--- config.mk ---
export PLATFORM = sky130hd
export DESIGN_NAME = location_fsm
export DESIGN_NICKNAME = d
export VERILOG_FILES = /design/src/rtl/location_pkg.sv /design/src/rtl/location_fsm.sv
export SDC_FILE = /design/constraint.sdc
export NUM_CORES = 1
export LEC_CHECK = 0
export ABC_AREA = 0
export BUFFER_PORTS_ARGS = -buffer_cell sky130_fd_sc_hd__buf_2
export CORE_AREA = 2 2 39 41
export DETAILED_ROUTE_END_ITERATION = 10
export DIE_AREA = 0 0 41 43
export PLACE_DENSITY = 0.71
export SYNTH_ARGS = -nofsm -noshare
export SYNTH_HDL_FRONTEND = slang
export SYNTH_SLANG_ARGS = --single-unit
export TNS_END_PERCENT = 5
--- constraint.sdc ---
create_clock -name clock -period 4.7 [get_ports clock]
set_input_delay 0 -clock clock [delete_from_list [all_inputs] [get_ports clock]]
set_output_delay 0 -clock clock [all_outputs]
set_load 0.01 [all_outputs]
--- src/rtl/location_pkg.sv ---
// Shared definitions for the seven-room adventure location tracker:
// room index constants, the one-hot room state type and small helpers
// for index conversion and one-hot integrity checking.
package location_pkg;

    localparam int NUM_ROOMS = 7;

    // Binary room indices, also the value carried by state_idx
    localparam logic [2:0] ROOM_CAVE   = 3'd0;
    localparam logic [2:0] ROOM_TUNNEL = 3'd1;
    localparam logic [2:0] ROOM_RIVER  = 3'd2;
    localparam logic [2:0] ROOM_STASH  = 3'd3;
    localparam logic [2:0] ROOM_DRAGON = 3'd4;
    localparam logic [2:0] ROOM_VAULT  = 3'd5;
    localparam logic [2:0] ROOM_GRAVE  = 3'd6;

    // One-hot room state; bit position equals the room index
    typedef enum logic [NUM_ROOMS-1:0] {
        ST_CAVE   = 7'b000_0001,
        ST_TUNNEL = 7'b000_0010,
        ST_RIVER  = 7'b000_0100,
        ST_STASH  = 7'b000_1000,
        ST_DRAGON = 7'b001_0000,
        ST_VAULT  = 7'b010_0000,
        ST_GRAVE  = 7'b100_0000
    } room_state_t;

    // True when exactly one bit of the state vector is set
    function automatic logic is_onehot(input logic [NUM_ROOMS-1:0] vec);
        logic [2:0] ones;
        ones = 3'd0;
        for (int i = 0; i < NUM_ROOMS; i++) begin
            ones = ones + {2'b00, vec[i]};
        end
        return (ones == 3'd1);
    endfunction

    // Binary index of a one-hot room; anything malformed maps to the cave
    function automatic logic [2:0] room_to_idx(input room_state_t st);
        logic [2:0] idx;
        case (st)
            ST_CAVE:   idx = ROOM_CAVE;
            ST_TUNNEL: idx = ROOM_TUNNEL;
            ST_RIVER:  idx = ROOM_RIVER;
            ST_STASH:  idx = ROOM_STASH;
            ST_DRAGON: idx = ROOM_DRAGON;
            ST_VAULT:  idx = ROOM_VAULT;
            ST_GRAVE:  idx = ROOM_GRAVE;
            default:   idx = ROOM_CAVE;
        endcase
        return idx;
    endfunction

endpackage

--- src/rtl/location_fsm.sv ---
// Moore FSM tracking the player's room in the seven-room adventure.
// Direction requests are level-sensitive and resolved with fixed priority
// N > S > E > W among the moves that are legal from the current room.
// The dragon's den resolves after one cycle based on the sword flag V;
// the vault and graveyard are absorbing until reset.
// Optional feature: define LOCATION_FSM_STATE_IDX_EN to add the registered
// binary room index output state_idx[2:0].
module location_fsm
    import location_pkg::*;
(
    input  logic       clock,
    input  logic       reset,
    input  logic       N,
    input  logic       S,
    input  logic       E,
    input  logic       W,
    input  logic       V,
    output logic       q0,
    output logic       q1,
    output logic       q2,
    output logic       q3,
    output logic       q4,
    output logic       q5,
    output logic       q6,
    output logic       SW,
    output logic       WIN,
    output logic       D
`ifdef LOCATION_FSM_STATE_IDX_EN
    ,
    output logic [2:0] state_idx
`endif
);

    room_state_t state_r;
    room_state_t state_next_s;

    // Next-room selection: legal moves tested in N, S, E, W priority order
    always_comb begin
        state_next_s = state_r;
        if (!is_onehot(state_r)) begin
            state_next_s = ST_CAVE;
        end else begin
            case (state_r)
                ST_CAVE: begin
                    if (E) begin
                        state_next_s = ST_TUNNEL;
                    end else begin
                        state_next_s = ST_CAVE;
                    end
                end
                ST_TUNNEL: begin
                    if (S) begin
                        state_next_s = ST_RIVER;
                    end else if (W) begin
                        state_next_s = ST_CAVE;
                    end else begin
                        state_next_s = ST_TUNNEL;
                    end
                end
                ST_RIVER: begin
                    if (N) begin
                        state_next_s = ST_TUNNEL;
                    end else if (E) begin
                        state_next_s = ST_DRAGON;
                    end else if (W) begin
                        state_next_s = ST_STASH;
                    end else begin
                        state_next_s = ST_RIVER;
                    end
                end
                ST_STASH: begin
                    if (E) begin
                        state_next_s = ST_RIVER;
                    end else begin
                        state_next_s = ST_STASH;
                    end
                end
                ST_DRAGON: begin
                    if (V) begin
                        state_next_s = ST_VAULT;
                    end else begin
                        state_next_s = ST_GRAVE;
                    end
                end
                ST_VAULT:  state_next_s = ST_VAULT;
                ST_GRAVE:  state_next_s = ST_GRAVE;
                default:   state_next_s = ST_CAVE;
            endcase
        end
    end

    // Room state register with synchronous reset to the cave
    always_ff @(posedge clock) begin
        if (reset) begin
            state_r <= ST_CAVE;
        end else begin
            state_r <= state_next_s;
        end
    end

`ifdef LOCATION_FSM_STATE_IDX_EN
    logic [2:0] idx_r;

    // Binary room index registered in step with the one-hot state
    always_ff @(posedge clock) begin
        if (reset) begin
            idx_r <= ROOM_CAVE;
        end else begin
            idx_r <= room_to_idx(state_next_s);
        end
    end

    assign state_idx = idx_r;
`endif

    // Outputs are pure decodes of the state register
    assign q0  = state_r[ROOM_CAVE];
    assign q1  = state_r[ROOM_TUNNEL];
    assign q2  = state_r[ROOM_RIVER];
    assign q3  = state_r[ROOM_STASH];
    assign q4  = state_r[ROOM_DRAGON];
    assign q5  = state_r[ROOM_VAULT];
    assign q6  = state_r[ROOM_GRAVE];
    assign SW  = state_r[ROOM_STASH];
    assign WIN = state_r[ROOM_VAULT];
    assign D   = state_r[ROOM_GRAVE];

endmodule

Word-level counts from Yosys, hierarchy flattened --
Cells that the tools add are included.
Cells by class: $add $sub $neg 6, eq/ne operators 8, muxes and demuxes 9, bitwise logic cells 1, reductions and logical operators 1
Operators by type and width (count):
- 7-bit case mux with 7 select lines | 1
- 3-bit by 1-bit adder with 3-bit output | 4
- 5-bit two-way mux | 2
- 4-bit two-way mux | 2
- 7-bit by 1-bit == test with 1-bit output (second input constant) | 1
- 7-bit by 2-bit == test with 1-bit output (second input constant) | 1
- 7-bit by 3-bit == test with 1-bit output (second input constant) | 1
- 7-bit by 4-bit == test with 1-bit output (second input constant) | 1
- 7-bit by 5-bit == test with 1-bit output (second input constant) | 1
- 7-bit by 6-bit == test with 1-bit output (second input constant) | 1
- 7-bit == test (second input constant) | 1
- 7-bit two-way mux | 1
- 2-bit two-way mux | 2
- 2-bit by 1-bit adder with 3-bit output | 1
- 3-bit by 1-bit == test with 1-bit output (second input constant) | 1
- 3-bit two-way mux | 1
- 1-bit by 1-bit adder with 2-bit output | 1
- 2-bit OR reduction | 1
- 1-bit NOT | 1
Word-level totals: bits in registers 7, input port bits 7, output and inout port bits 10, logic and storage cells 26

Depth between registers and ports, before layout --
Gate-level depths: netlist (run 1).
depth after elaboration 9, gate-level depth with buffers 10, depth with buffers taken out 9

Worst setup path before layout (run 1) --
No wires, ideal clock.
kind reg-to-reg, from register state_r[3], to register state_r[0], library setup time 0.127 ns, arrival time 3.238 ns, data required time 4.573 ns, path slack 1.335 ns, stages on the path, launching flop included 10, path buffers 1, period minus slack after synthesis 3.365 ns, cells stage by stage dfxtp_1 buf_6 inv_1 fa_1 fa_1 fa_1 inv_1 fa_1 or4_1 or3_1
On the way: cells in the longest elaborated chain, start to end 7, elaborated cells between the ends (all ways) 15, those cells by class add/sub (4); eq/ne (8); mux (1); bitwise (1); reduce/logical (1)
RTL lines:
- start: declaration | line location_fsm.sv:34 | room_state_t state_r;
- start signal: assignment | line location_fsm.sv:97 | state_r <= state_next_s;
- 3-bit by 1-bit adder with 3-bit output (4 in series) | line location_pkg.sv:33 | ones = ones + {2'b00, vec[i]};
- 3-bit by 1-bit == test with 1-bit output | line location_pkg.sv:35 | return (ones == 3'd1);
- 1-bit NOT (no line)
- 2-bit OR reduction (no line)
Parallel ways exist; a longest one is shown, timed or not. A chain may end at the register's enable or synchronous reset.

Worst setup path after layout (run 1) --
Ends and elaborated chain as after synthesis.

==> results of run 1 <==
power by group through the flow:
| stage | Combinational [mW] | Clock, mW | Sequential, mW |
|---|---|---|---|
| floorplan | 0.0856 | 0 | 0.0763 |
| global placement | 0.121 | 0 | 0.0732 |
| detailed placement | 0.120 | 0 | 0.0737 |
| CTS | 0.124 | 0.0602 | 0.0725 |
| global route | 0.140 | 0.0625 | 0.0735 |
| finish | 0.124 | 0.0580 | 0.0725 |
area by class of cell:
| type | count | area share, % |
|---|---|---|
| Multi-Input combinational cell | 50 | 53.7 |
| Sequential cell | 7 | 19.8 |
| Timing Repair Buffer | 18 | 14.1 |
| Inverter | 11 | 5.83 |
| Clock buffer | 4 | 3.71 |
| Tap cell | 16 | 2.83 |
logic make-up (layout without fill, tap and decap cells):
| logic type | Yosys count | in the layout | share of synthesized area (%) |
|---|---|---|---|
| adders and majority gates | 7 | 7 | 19.6 |
| buffers and inverters | 16 | 33 | 13.3 |
| DFF | 7 | 7 | 23.3 |
| and+or+nand+nor | 31 | 31 | 30.0 |
| AOI/OAI and AO/OA | 12 | 12 | 13.8 |
worst max-delay path, stage by stage (launching register included):
cell and delay [ps]:
dfxtp_1 490, inv_1 110, fa_1 510, fa_1 420
fa_1 360, inv_1 90, fa_1 430, or4_1 580
or3_1 400
path summary, 6_finish.rpt:
| path | start | endpoint | cells after the start |
|---|---|---|---|
| hold / removal | S | state_r[2]$_SDFF_PP0_ | 3 |
| setup / recovery | state_r[3]$_SDFF_PP0_ | state_r[0]$_SDFF_PP1_ | 8 |
| hold reg to reg | state_r[2]$_SDFF_PP0_ | state_r[4]$_SDFF_PP0_ | 2 |
| setup reg to reg | state_r[3]$_SDFF_PP0_ | state_r[0]$_SDFF_PP1_ | 8 |
per-layer routing:
layer / vias up / share of wire [%] / global-route usage [%]
li1: 288 / - / -
met1: 281 / 43 / 25.7
met2: 31 / 46 / 25.9
met3: 6 / 7.2 / 7.85
met4: 0 / 3.6 / 13.3
met5: - / 0 / 0
Yosys cell counts (all sizes together) (2+ instances only):
master | count | area [um^2]
or4 | 3 | 26.3
ha | 3 | 37.5
fa | 4 | 80.1
nand2b | 3 | 18.8
o21ai | 2 | 10.0
nor4 | 2 | 12.5
nor2 | 5 | 18.8
nand3b | 3 | 22.5
nor3 | 6 | 30.0
a32oi | 2 | 17.5
buf | 5 | 38.8
nand2 | 3 | 11.3
a21oi | 4 | 20.0
dfxtp | 7 | 140
inv | 11 | 41.3
repair_timing:
item	CTS	global route
hold buffers	2	0
resized for setup	0	0
endpoints found under the hold margin	2	0
==> summary.md, run 1 <==
| Metric | Value |
|---|---|
| # port buffers | `16` |
| Number of flip-flops in the largest register | `7` |
| Fraction of layout cells with a size suffix above 1 | `between 20 and 25%` |
| Switching power | `around 0.1 mW` |
| DP Area | `~660 um^2` |
| CP Class | `reg -> reg` |
| Final Util | `51.2%` |
| VDD IR-drop max | `around 0.3 mV` |
| All-Layer GR Usage | `around a fifth` |
| EDFF count, synth | `0` |
| Highest-count cells in the layout ignoring fill and taps | `16 x buf_2, 9 x inv_1, 7 x dfxtp_1` |
| Routability cong. | `approximately 0.83` |
| CTS max path bufs | `2` |
| Largest net degree at the start of global routing | `13` |
| Total power | `roughly 0.25 mW` |
| Setup slack, reg-to-reg | `1190 ps` |
| Drt wl/cell | `between 10 and 15 um` |
| Post-synthesis sequential area ratio | `23.3%` |
| CTS Sinks | `7` |
| Largest Register | `state_r` |
| Starting Density | `about 43%` |
| Initial antenna violation count | `0` |
| DR iter-0 viols | `34` |
| CP Data Arrival Time | `between 3000 and 4000 ps` |
| Library cells used by synthesis | `29` |
| Final ANT Viol Nets | `0` |
| Asr flop ratio synth | `0%` |
| Hold slack | `29.0 ps` |
| Post-route cell area | `roughly 710 um^2` |
| Number of remaining DRC errors | `0` |
| GRT overflow | `0` |
| HP Class | `in -> reg` |
| Max Transition Viols Final | `0` |
| Critical path peak fanout | `12` |
| Sw Share | `40.3%` |
| Area of the multi-input gates | `between 300 and 400 um^2` |
| Fmax achieved | `0.285 GHz` |
| Die height | `roughly 43 um` |
| Fillers | `about 130` |
| Vias/cell | `around 5.7` |
| Placed Cells | `100` |
| Status | `complete, no violations` |
| Diode count | `0` |
| Slew headroom | `between 70 and 80%` |
| Final Setup Violations | `0` |
| Setup Skew | `~0.95 ps` |
| Synth Register Bits | `7` |
| Crit path time final | `roughly 3500 ps` |
| Worst-Skew Late Latency | `between 200 and 300 ps` |
| Postcts setup bufs | `0` |
| P per Cell Area | `360 nW/um^2` |
| CP required | `slightly below 5000 ps` |
| Vias in the first global route | `roughly 520` |
| I/O Pins | `17` |
| Worst-path clk slew | `about 50 ps` |
| Core ar. | `around 1400 um^2` |
| CTS tree | `done` |
| Die area | `about 1800 um^2` |
| Reg area | `between 100 and 150 um^2` |
| Pleak | `0.332 nW` |
| Area Overhead vs Synth | `17.9%` |
| Biggest regs | `state_r x7` |
| Setup TNS | `0 ps` |
| Cells after Synth | `between 70 and 80` |
| Vias | `approximately 600` |
| Total CTS buffers | `3` |
| Netlist Area Pre-Place | `between 600 and 700 um^2` |
| Top FF cell, synth | `dfxtp_1` |
| Sequential power share | `between 20% and 30%` |
| CP Capture Type | `register` |
| Clk pwr share | `~23%` |
| Worst Tran Pin Value | `between 400 and 500 ps` |
| Mapped Avg Cell Area | `between 8 and 9 um^2` |
| Final period utilization | `74.6%` |
| Die width | `a little over 40 um` |
| Combinational power share | `48.8%` |
| Final setup slack of the worst path | `~1200 ps` |
| First-pass GRT wire length | `2250 um` |
| Max_cap viols | `0` |
| DP Worst Slack | `between 1000 and 1500 ps` |
| Synthesized netlist net count | `87` |
| Nets | `105` |
| Hold Fails Final Rpt | `0` |
| Most common library cell in the layout ignoring fill and taps | `buf_2` |
| Core Rows | `14` |
| Finished Layout Cells | `roughly 110` |
| DP Wirelength | `between 1000 and 1500 um` |
| RSZ-0062 raised after global routing | `no` |
| Synth warn | `0` |
| Crit path launch type | `register` |
| H-tree Lvls | `1` |
| Power Internal | `0.152 mW` |
| TritonRoute pass-1 iters | `5` |
| DRT Wirelength | `between 1000 and 1500 um` |
| Root buffer cell | `clkbuf_4` |
No activity file was read; power rests on OpenSTA's default activity.
==> run 2: changes to the inputs <==
==> constraint.sdc (replaced) <==
create_clock -name clock -period 3.7 [get_ports clock]
set_input_delay 0 -clock clock [delete_from_list [all_inputs] [get_ports clock]]
set_output_delay 0 -clock clock [all_outputs]
set_load 0.01 [all_outputs]
==> summary.md, run 2 (synthesized netlist as in run 1, its figures left out) <==
| Metric | Value |
|---|---|
| Drt wl/cell | `12.7 um (-4.4%)` |
| Number of flip-flops in the largest register | `7 (unchanged)` |
| Initial antenna violation count | `0 (unchanged)` |
| DR iter-0 viols | `25 (-26%)` |
| Setup Skew | `0.481 ps (-0.466 ps)` |
| Max Transition Viols Final | `0 (unchanged)` |
| Crit path launch type | `register` |
| DP Worst Slack | `281 ps (-929 ps)` |
| Most common library cell in the layout ignoring fill and taps | `buf_2` |
| Root buffer cell | `clkbuf_4` |
| Crit path time final | `3440 ps (-63.1 ps)` |
| H-tree Lvls | `1 (unchanged)` |
| Setup TNS | `0 ps (unchanged)` |
| Clk pwr share | `21.1% (-1.6 points)` |
| Vias | `572 (-5.6%)` |
| Biggest regs | `state_r x7` |
| Vias in the first global route | `522 (-0.38%)` |
| CP Capture Type | `register` |
| DP Area | `669 um^2 (+1.1%)` |
| Diode count | `0 (unchanged)` |
| Post-route cell area | `716 um^2 (+1.1%)` |
| Final period utilization | `93.1% (+18 points)` |
| Largest Register | `state_r` |
| Worst Tran Pin Value | `365 ps (-78.3 ps)` |
| Die height | `43 um (unchanged)` |
| Die width | `41 um (unchanged)` |
| Status | `complete, no violations` |
| DP Wirelength | `1050 um (+2.7%)` |
| Combinational power share | `49.7% (+0.9 points)` |
| Number of remaining DRC errors | `0 (unchanged)` |
| Routability cong. | `0.882 (+6.3%)` |
| RSZ-0062 raised after global routing | `no` |
| CTS tree | `done` |
| Final setup slack of the worst path | `255 ps (-937 ps)` |
| P per Cell Area | `441 nW/um^2 (+23%)` |
| Die area | `1760 um^2 (unchanged)` |
| GRT overflow | `0 (unchanged)` |
| Starting Density | `43.4% (unchanged)` |
| Worst-path clk slew | `50 ps (about the same)` |
| CTS max path bufs | `2 (unchanged)` |
| I/O Pins | `17 (unchanged)` |
| Hold Fails Final Rpt | `0 (unchanged)` |
| Area Overhead vs Synth | `19.2%` |
| First-pass GRT wire length | `2250 um (unchanged)` |
| Pleak | `0.338 nW (+1.6%)` |
| Critical path peak fanout | `3 (-9)` |
| Final ANT Viol Nets | `0 (unchanged)` |
| Placed Cells | `101 (+1.0%)` |
| DRT Wirelength | `1360 um (-3.5%)` |
| Max_cap viols | `0 (unchanged)` |
| Vias/cell | `5.35 (-6.5%)` |
| Switching power | `0.122 mW (+19%)` |
| Sw Share | `38.6% (-1.7 points)` |
| Total CTS buffers | `3 (unchanged)` |
| Largest net degree at the start of global routing | `12 (-1)` |
| Sequential power share | `29.2% (+0.7 points)` |
| CP required | `3820 ps (-1020 ps)` |
| Fmax achieved | `0.290 GHz (+1.8%)` |
| Post-cts sizing count | `0 (unchanged)` |
| Nets | `106 (+0.95%)` |
| Power Internal | `0.194 mW (+27%)` |
| All-Layer GR Usage | `19.3% (-0.57 points)` |
| VDD IR-drop max | `0.311 mV (+6.7%)` |
| Finished Layout Cells | `107 (+0.94%)` |
| Core Rows | `14 (unchanged)` |
| CTS Sinks | `7 (unchanged)` |
| Worst-Skew Late Latency | `250 ps (about the same)` |
| TritonRoute pass-1 iters | `5 (unchanged)` |
| Final Setup Violations | `0 (unchanged)` |
| Highest-count cells in the layout ignoring fill and taps | `16 x buf_2, 9 x inv_1, 7 x dfxtp_1` |
| Slew headroom | `75.6% (+5.5 points)` |
| Total power | `0.316 mW (+24%)` |
| Core ar. | `1380 um^2 (unchanged)` |
| HP Class | `in -> reg` |
| # port buffers | `16 (unchanged)` |
| CP Class | `reg -> reg` |
| Fraction of layout cells with a size suffix above 1 | `25.3% (+0.83 points)` |
| CP Data Arrival Time | `3570 ps (-80 ps)` |
| Fillers | `135 (+6.3%)` |
-- run 2: cell count changes in the layout (fill, tap and decap cells not counted), sizes merged --
| cell | change |
|---|---|
| buf | +1 |
-- run 2: power groups by stage --
stage,Combinational [mW],Clock (mW),Sequential (mW)
6_report,0.157,0.0667,0.0922
5_1_grt,0.183,0.0744,0.0928
4_1_cts,0.155,0.0694,0.0924
2_1_floorplan,0.109,0,0.0970
3_5_place_dp,0.154,0,0.0933
3_3_place_gp,0.150,0,0.0926
-- run 2: path summary, 6_finish.rpt --
check	cells past startpoint	startpoint	end	slack, ps
max	8	state_r[0]$_SDFF_PP1_	state_r[0]$_SDFF_PP1_	260
min	3	S	state_r[2]$_SDFF_PP0_	60
max reg2reg	8	state_r[0]$_SDFF_PP1_	state_r[0]$_SDFF_PP1_	260
min reg2reg	3	state_r[3]$_SDFF_PP0_	state_r[5]$_SDFF_PP0_	590
-- run 2: cell type report --
| type | instances | area [um^2] | area share (%) |
|---|---|---|---|
| multi-input combinational | 50 | 380 | 53.1 |
| sequential | 7 | 140 | 19.6 |
| timing repair buffer | 19 | 108 | 15.0 |
| inverter | 11 | 41.3 | 5.77 |
| clock buffer | 4 | 26.3 | 3.67 |
| tap | 16 | 20.0 | 2.80 |
-- run 2: layer usage --
layer | global-route usage (%) | share of wire (%) | vias up | routed length (um)
met5 | 0 | 0 | - | 0
met1 | 26.8 | 46 | 255 | 627
met4 | 4.00 | 0.66 | 0 | 9
met2 | 26.6 | 45 | 26 | 617
met3 | 9.42 | 7.5 | 2 | 102
li1 | - | - | 289 | -
-- run 2: through the flow --
step	utilization, %	hold WS [ps]
global placement	48.4	225
detailed placement	48.4	230
finish	51.7	59.6
floorplan	-	78.4
global route	51.7	84.3
CTS	51.7	46.6
-- run 2: what timing repair did --
| action | 4_1_cts | 5_1_grt |
|---|---|---|
| endpoints found under the hold margin | 2 | 0 |
| setup buffers | 0 | 0 |
| hold buffers | 2 | 0 |
-- run 2: worst max-delay path: stages (launching register included) --
cell and delay [ps]:
dfxtp_1 350, inv_1 100, fa_1 560, fa_1 430
fa_1 390, inv_1 80, fa_1 420, or4_1 590
or3_1 400
==> run 3: changes to the inputs <==
--- a/config.mk
+++ b/config.mk
@@ -5,12 +5,12 @@
 export SDC_FILE = /design/constraint.sdc
 export NUM_CORES = 1
 export LEC_CHECK = 0
-export ABC_AREA = 0
+export ABC_AREA = 1
 export BUFFER_PORTS_ARGS = -buffer_cell sky130_fd_sc_hd__buf_2
 export CORE_AREA = 2 2 39 41
 export DETAILED_ROUTE_END_ITERATION = 10
 export DIE_AREA = 0 0 41 43
-export PLACE_DENSITY = 0.71
+export PLACE_DENSITY = 0.72
 export SYNTH_ARGS = -nofsm -noshare
 export SYNTH_HDL_FRONTEND = slang
 export SYNTH_SLANG_ARGS = --single-unit
==> summary.md, run 3 <==
| Metric | Value |
|---|---|
| Most common library cell in the layout ignoring fill and taps | `nand2_1` |
| Top cells by area, synth | `dfxtp_1 23%, fa_1 13%, nand2_1 13%` |
| # port buffers | `16 (unchanged)` |
| Top FF cell, synth | `dfxtp_1` |
| Asr flop ratio synth | `0% (unchanged)` |
| Number of flip-flops in the largest register | `7 (unchanged)` |
| Final Setup Violations | `0 (unchanged)` |
| Synth Register Bits | `7 (unchanged)` |
| Crit path time final | `2810 ps (-630 ps)` |
| Total CTS buffers | `3 (unchanged)` |
| Post-synthesis sequential area ratio | `22.5% (-0.80 points)` |
| Crit path launch type | `register` |
| H-tree Lvls | `1 (unchanged)` |
| Die area | `1760 um^2 (unchanged)` |
| Setup Skew | `2.55 ps (+2.07 ps)` |
| HP Class | `in -> reg` |
| Hold Fails Final Rpt | `0 (unchanged)` |
| Library cells used by synthesis | `18 (-38%)` |
| All-Layer GR Usage | `16.1% (-3.1 points)` |
| Postcts setup bufs | `0 (unchanged)` |
| Share of the synthesized area in the top cell type | `22.5% (-0.80 points)` |
| Fmax achieved | `0.355 GHz (+22%)` |
| Drt wl/cell | `9.00 um (-29%)` |
| CP Class | `reg -> reg` |
| Cell family with most CP delay | `adder cells` |
| CTS tree | `done` |
| Crit path cell chain | `inv_1 > fa_1 > fa_1 > fa_1 > inv_1 > fa_1 > nor2_1 > nand2_1 > inv_1 > nand2_2 > nor2_1` |
| Cells after Synth | `94 (+29%)` |
| DP Worst Slack | `877 ps (+596 ps)` |
| Largest Register | `state_r` |
| CTS max path bufs | `2 (unchanged)` |
| Max Transition Viols Final | `0 (unchanged)` |
| Worst R2R Path Depth | `11 (+3)` |
| Area Overhead vs Synth | `16.7%` |
| Slowest-stage cell, CP | `fa_1` |
| RSZ-0062 raised after global routing | `no` |
| Initial antenna violation count | `0 (unchanged)` |
| Mapped Avg Cell Area | `6.62 um^2 (-20%)` |
| Setup TNS | `0 ps (unchanged)` |
| CP max stage delay | `560 ps (-30 ps)` |
| Largest net degree at the start of global routing | `7 (-5)` |
| Final ANT Viol Nets | `0 (unchanged)` |
| DP Wirelength | `988 um (-6.2%)` |
| CP startpoint | `state_r[0]$_SDFF_PP1_` |
| Highest-count cells in the layout ignoring fill and taps | `21 x nand2_1, 18 x nor2_1, 16 x buf_2` |
| Vias in the first global route | `500 (-4.2%)` |
| Critical path depth | `11 (+3)` |
| DR iter-0 viols | `11 (-56%)` |
| Slew headroom | `85.3% (+9.7 points)` |
| Placed Cells | `123 (+22%)` |
| VDD IR-drop max | `0.229 mV (-26%)` |
| Nets | `126 (+19%)` |
| GRT overflow | `0 (unchanged)` |
| Root buffer cell | `clkbuf_4` |
| Routability cong. | `0.883 (+0.11%)` |
| CP required | `3900 ps (+80 ps)` |
| Worst-path clk slew | `60 ps (about the same)` |
| Fraction of layout cells with a size suffix above 1 | `23.4% (-1.9 points)` |
| Worst Tran Pin Value | `220 ps (-145 ps)` |
| Synthesized netlist net count | `108 (+24%)` |
| Vias | `609 (+6.5%)` |
| Diode count | `0 (unchanged)` |
| Synth warn | `0 (unchanged)` |
| Netlist Area Pre-Place | `622 um^2 (+3.5%)` |
| CTS Sinks | `7 (unchanged)` |
| I/O Pins | `17 (unchanged)` |
| List of most frequent post-synthesis cells | `21 x nand2_1, 18 x nor2_1, 15 x inv_1` |
| Critical path peak fanout | `4 (+1)` |
| Count leader, synth | `nand2_1` |
| Die height | `43 um (unchanged)` |
| Final Util | `52.4% (+0.72 points)` |
| Worst-Skew Late Latency | `260 ps (about the same)` |
| Status | `complete, no violations` |
| Most used cell, CP | `fa_1` |
| Post-cts sizing count | `0 (unchanged)` |
| CP Data Arrival Time | `3010 ps (-560 ps)` |
| Core ar. | `1380 um^2 (unchanged)` |
| Starting Density | `44.9% (+1.5 points)` |
| Biggest area consumer among synthesized cells | `dfxtp_1` |
| Biggest regs | `state_r x7` |
| Core Rows | `14 (unchanged)` |
| CP Capture Type | `register` |
| Vias/cell | `4.80 (-10%)` |
| First-pass GRT wire length | `1900 um (-16%)` |
| CP endpoint | `state_r[6]$_SDFF_PP0_` |
| Number of remaining DRC errors | `0 (unchanged)` |
| Max_cap viols | `0 (unchanged)` |
| Final period utilization | `76.1% (-17 points)` |
| Reg-to-Reg End | `state_r[6]$_SDFF_PP0_` |
| Reg2Reg Launch Point | `state_r[0]$_SDFF_PP1_` |
| Die width | `41 um (unchanged)` |
| WP buf/inv | `3 (+1)` |
| Cts hold-fix bufs | `0 (-2)` |
| P per Cell Area | `445 nW/um^2 (+0.90%)` |
| TritonRoute pass-1 iters | `4 (-1)` |
| DRT Wirelength | `1140 um (-16%)` |
| Setup slack, reg-to-reg | `890 ps (+630 ps)` |
| EDFF count, synth | `0 (unchanged)` |
| Pleak | `0.427 nW (+26%)` |
| Final setup slack of the worst path | `885 ps (+630 ps)` |
| Finished Layout Cells | `127 (+19%)` |
[run 3: worst min-delay path by stage]
stage / slack, ps / end / startpoint / cells after the start
3_5_place_dp: 290 / state_r[5]$_SDFF_PP0_ / V / 3
2_1_floorplan: 160 / state_r[4]$_SDFF_PP0_ / N / 3
5_1_grt: 30 / state_r[5]$_SDFF_PP0_ / V / 3
3_3_place_gp: 290 / state_r[5]$_SDFF_PP0_ / V / 3
6_report: 30 / state_r[4]$_SDFF_PP0_ / N / 4
4_1_cts: 20 / state_r[4]$_SDFF_PP0_ / N / 4
[run 3: routing by layer]
metal | routed length (um) | share of wire (%) | GRT usage [%]
met1 | 532 | 47 | 20.1
met4 | 49 | 4.3 | 14.0
met2 | 522 | 46 | 23.1
met3 | 38 | 3.3 | 1.57
met5 | 0 | 0 | 0
[run 3: cells by family (layout without fill, tap and decap cells)]
logic type | after synthesis | count (layout) | share of synthesized area [%]
AND/OR/NAND/NOR | 55 | 55 | 40.8
buffers and inverters | 21 | 38 | 14.5
flip-flops | 7 | 7 | 22.5
adder cells (fa/ha/maj) | 7 | 7 | 18.9
AO/OA/AOI/OAI | 4 | 4 | 3.22
[run 3: cell type report]
cell class	count	area [um^2]
Sequential cell	7	140
Fill cell	149	658
Timing Repair Buffer	16	80.1
Inverter	18	67.6
Clock buffer	4	26.3
Tap cell	16	20.0
Multi-Input combinational cell	66	392
[run 3: where the power goes]
group | total [mW] | switching (mW) | leakage, nW | internal, mW
Clock | 0.0732 | 0.0318 | 0.0150 | 0.0414
Sequential | 0.0921 | 0.00658 | 0.0567 | 0.0855
Combinational | 0.158 | 0.0970 | 0.355 | 0.0608
[run 3: worst register-to-register path, delay by kind of cell, from the launching register on]
kind / cells / cell delay [ps]
AND/OR/NAND/NOR: 4 / 370
flip-flops: 1 / 340
buffers and inverters: 3 / 270
adder cells (fa/ha/maj): 4 / 1760
[run 3: stage by stage]
stage / power (mW) / hold WS, ps / area, um^2
6_report: 0.323 / 28.1 / 726
5_1_grt: 0.364 / 32.1 / 726
4_1_cts: 0.329 / 21.0 / 726
3_5_place_dp: 0.255 / 294 / 699
3_3_place_gp: 0.247 / 289 / 699
2_1_floorplan: 0.213 / 160 / 622
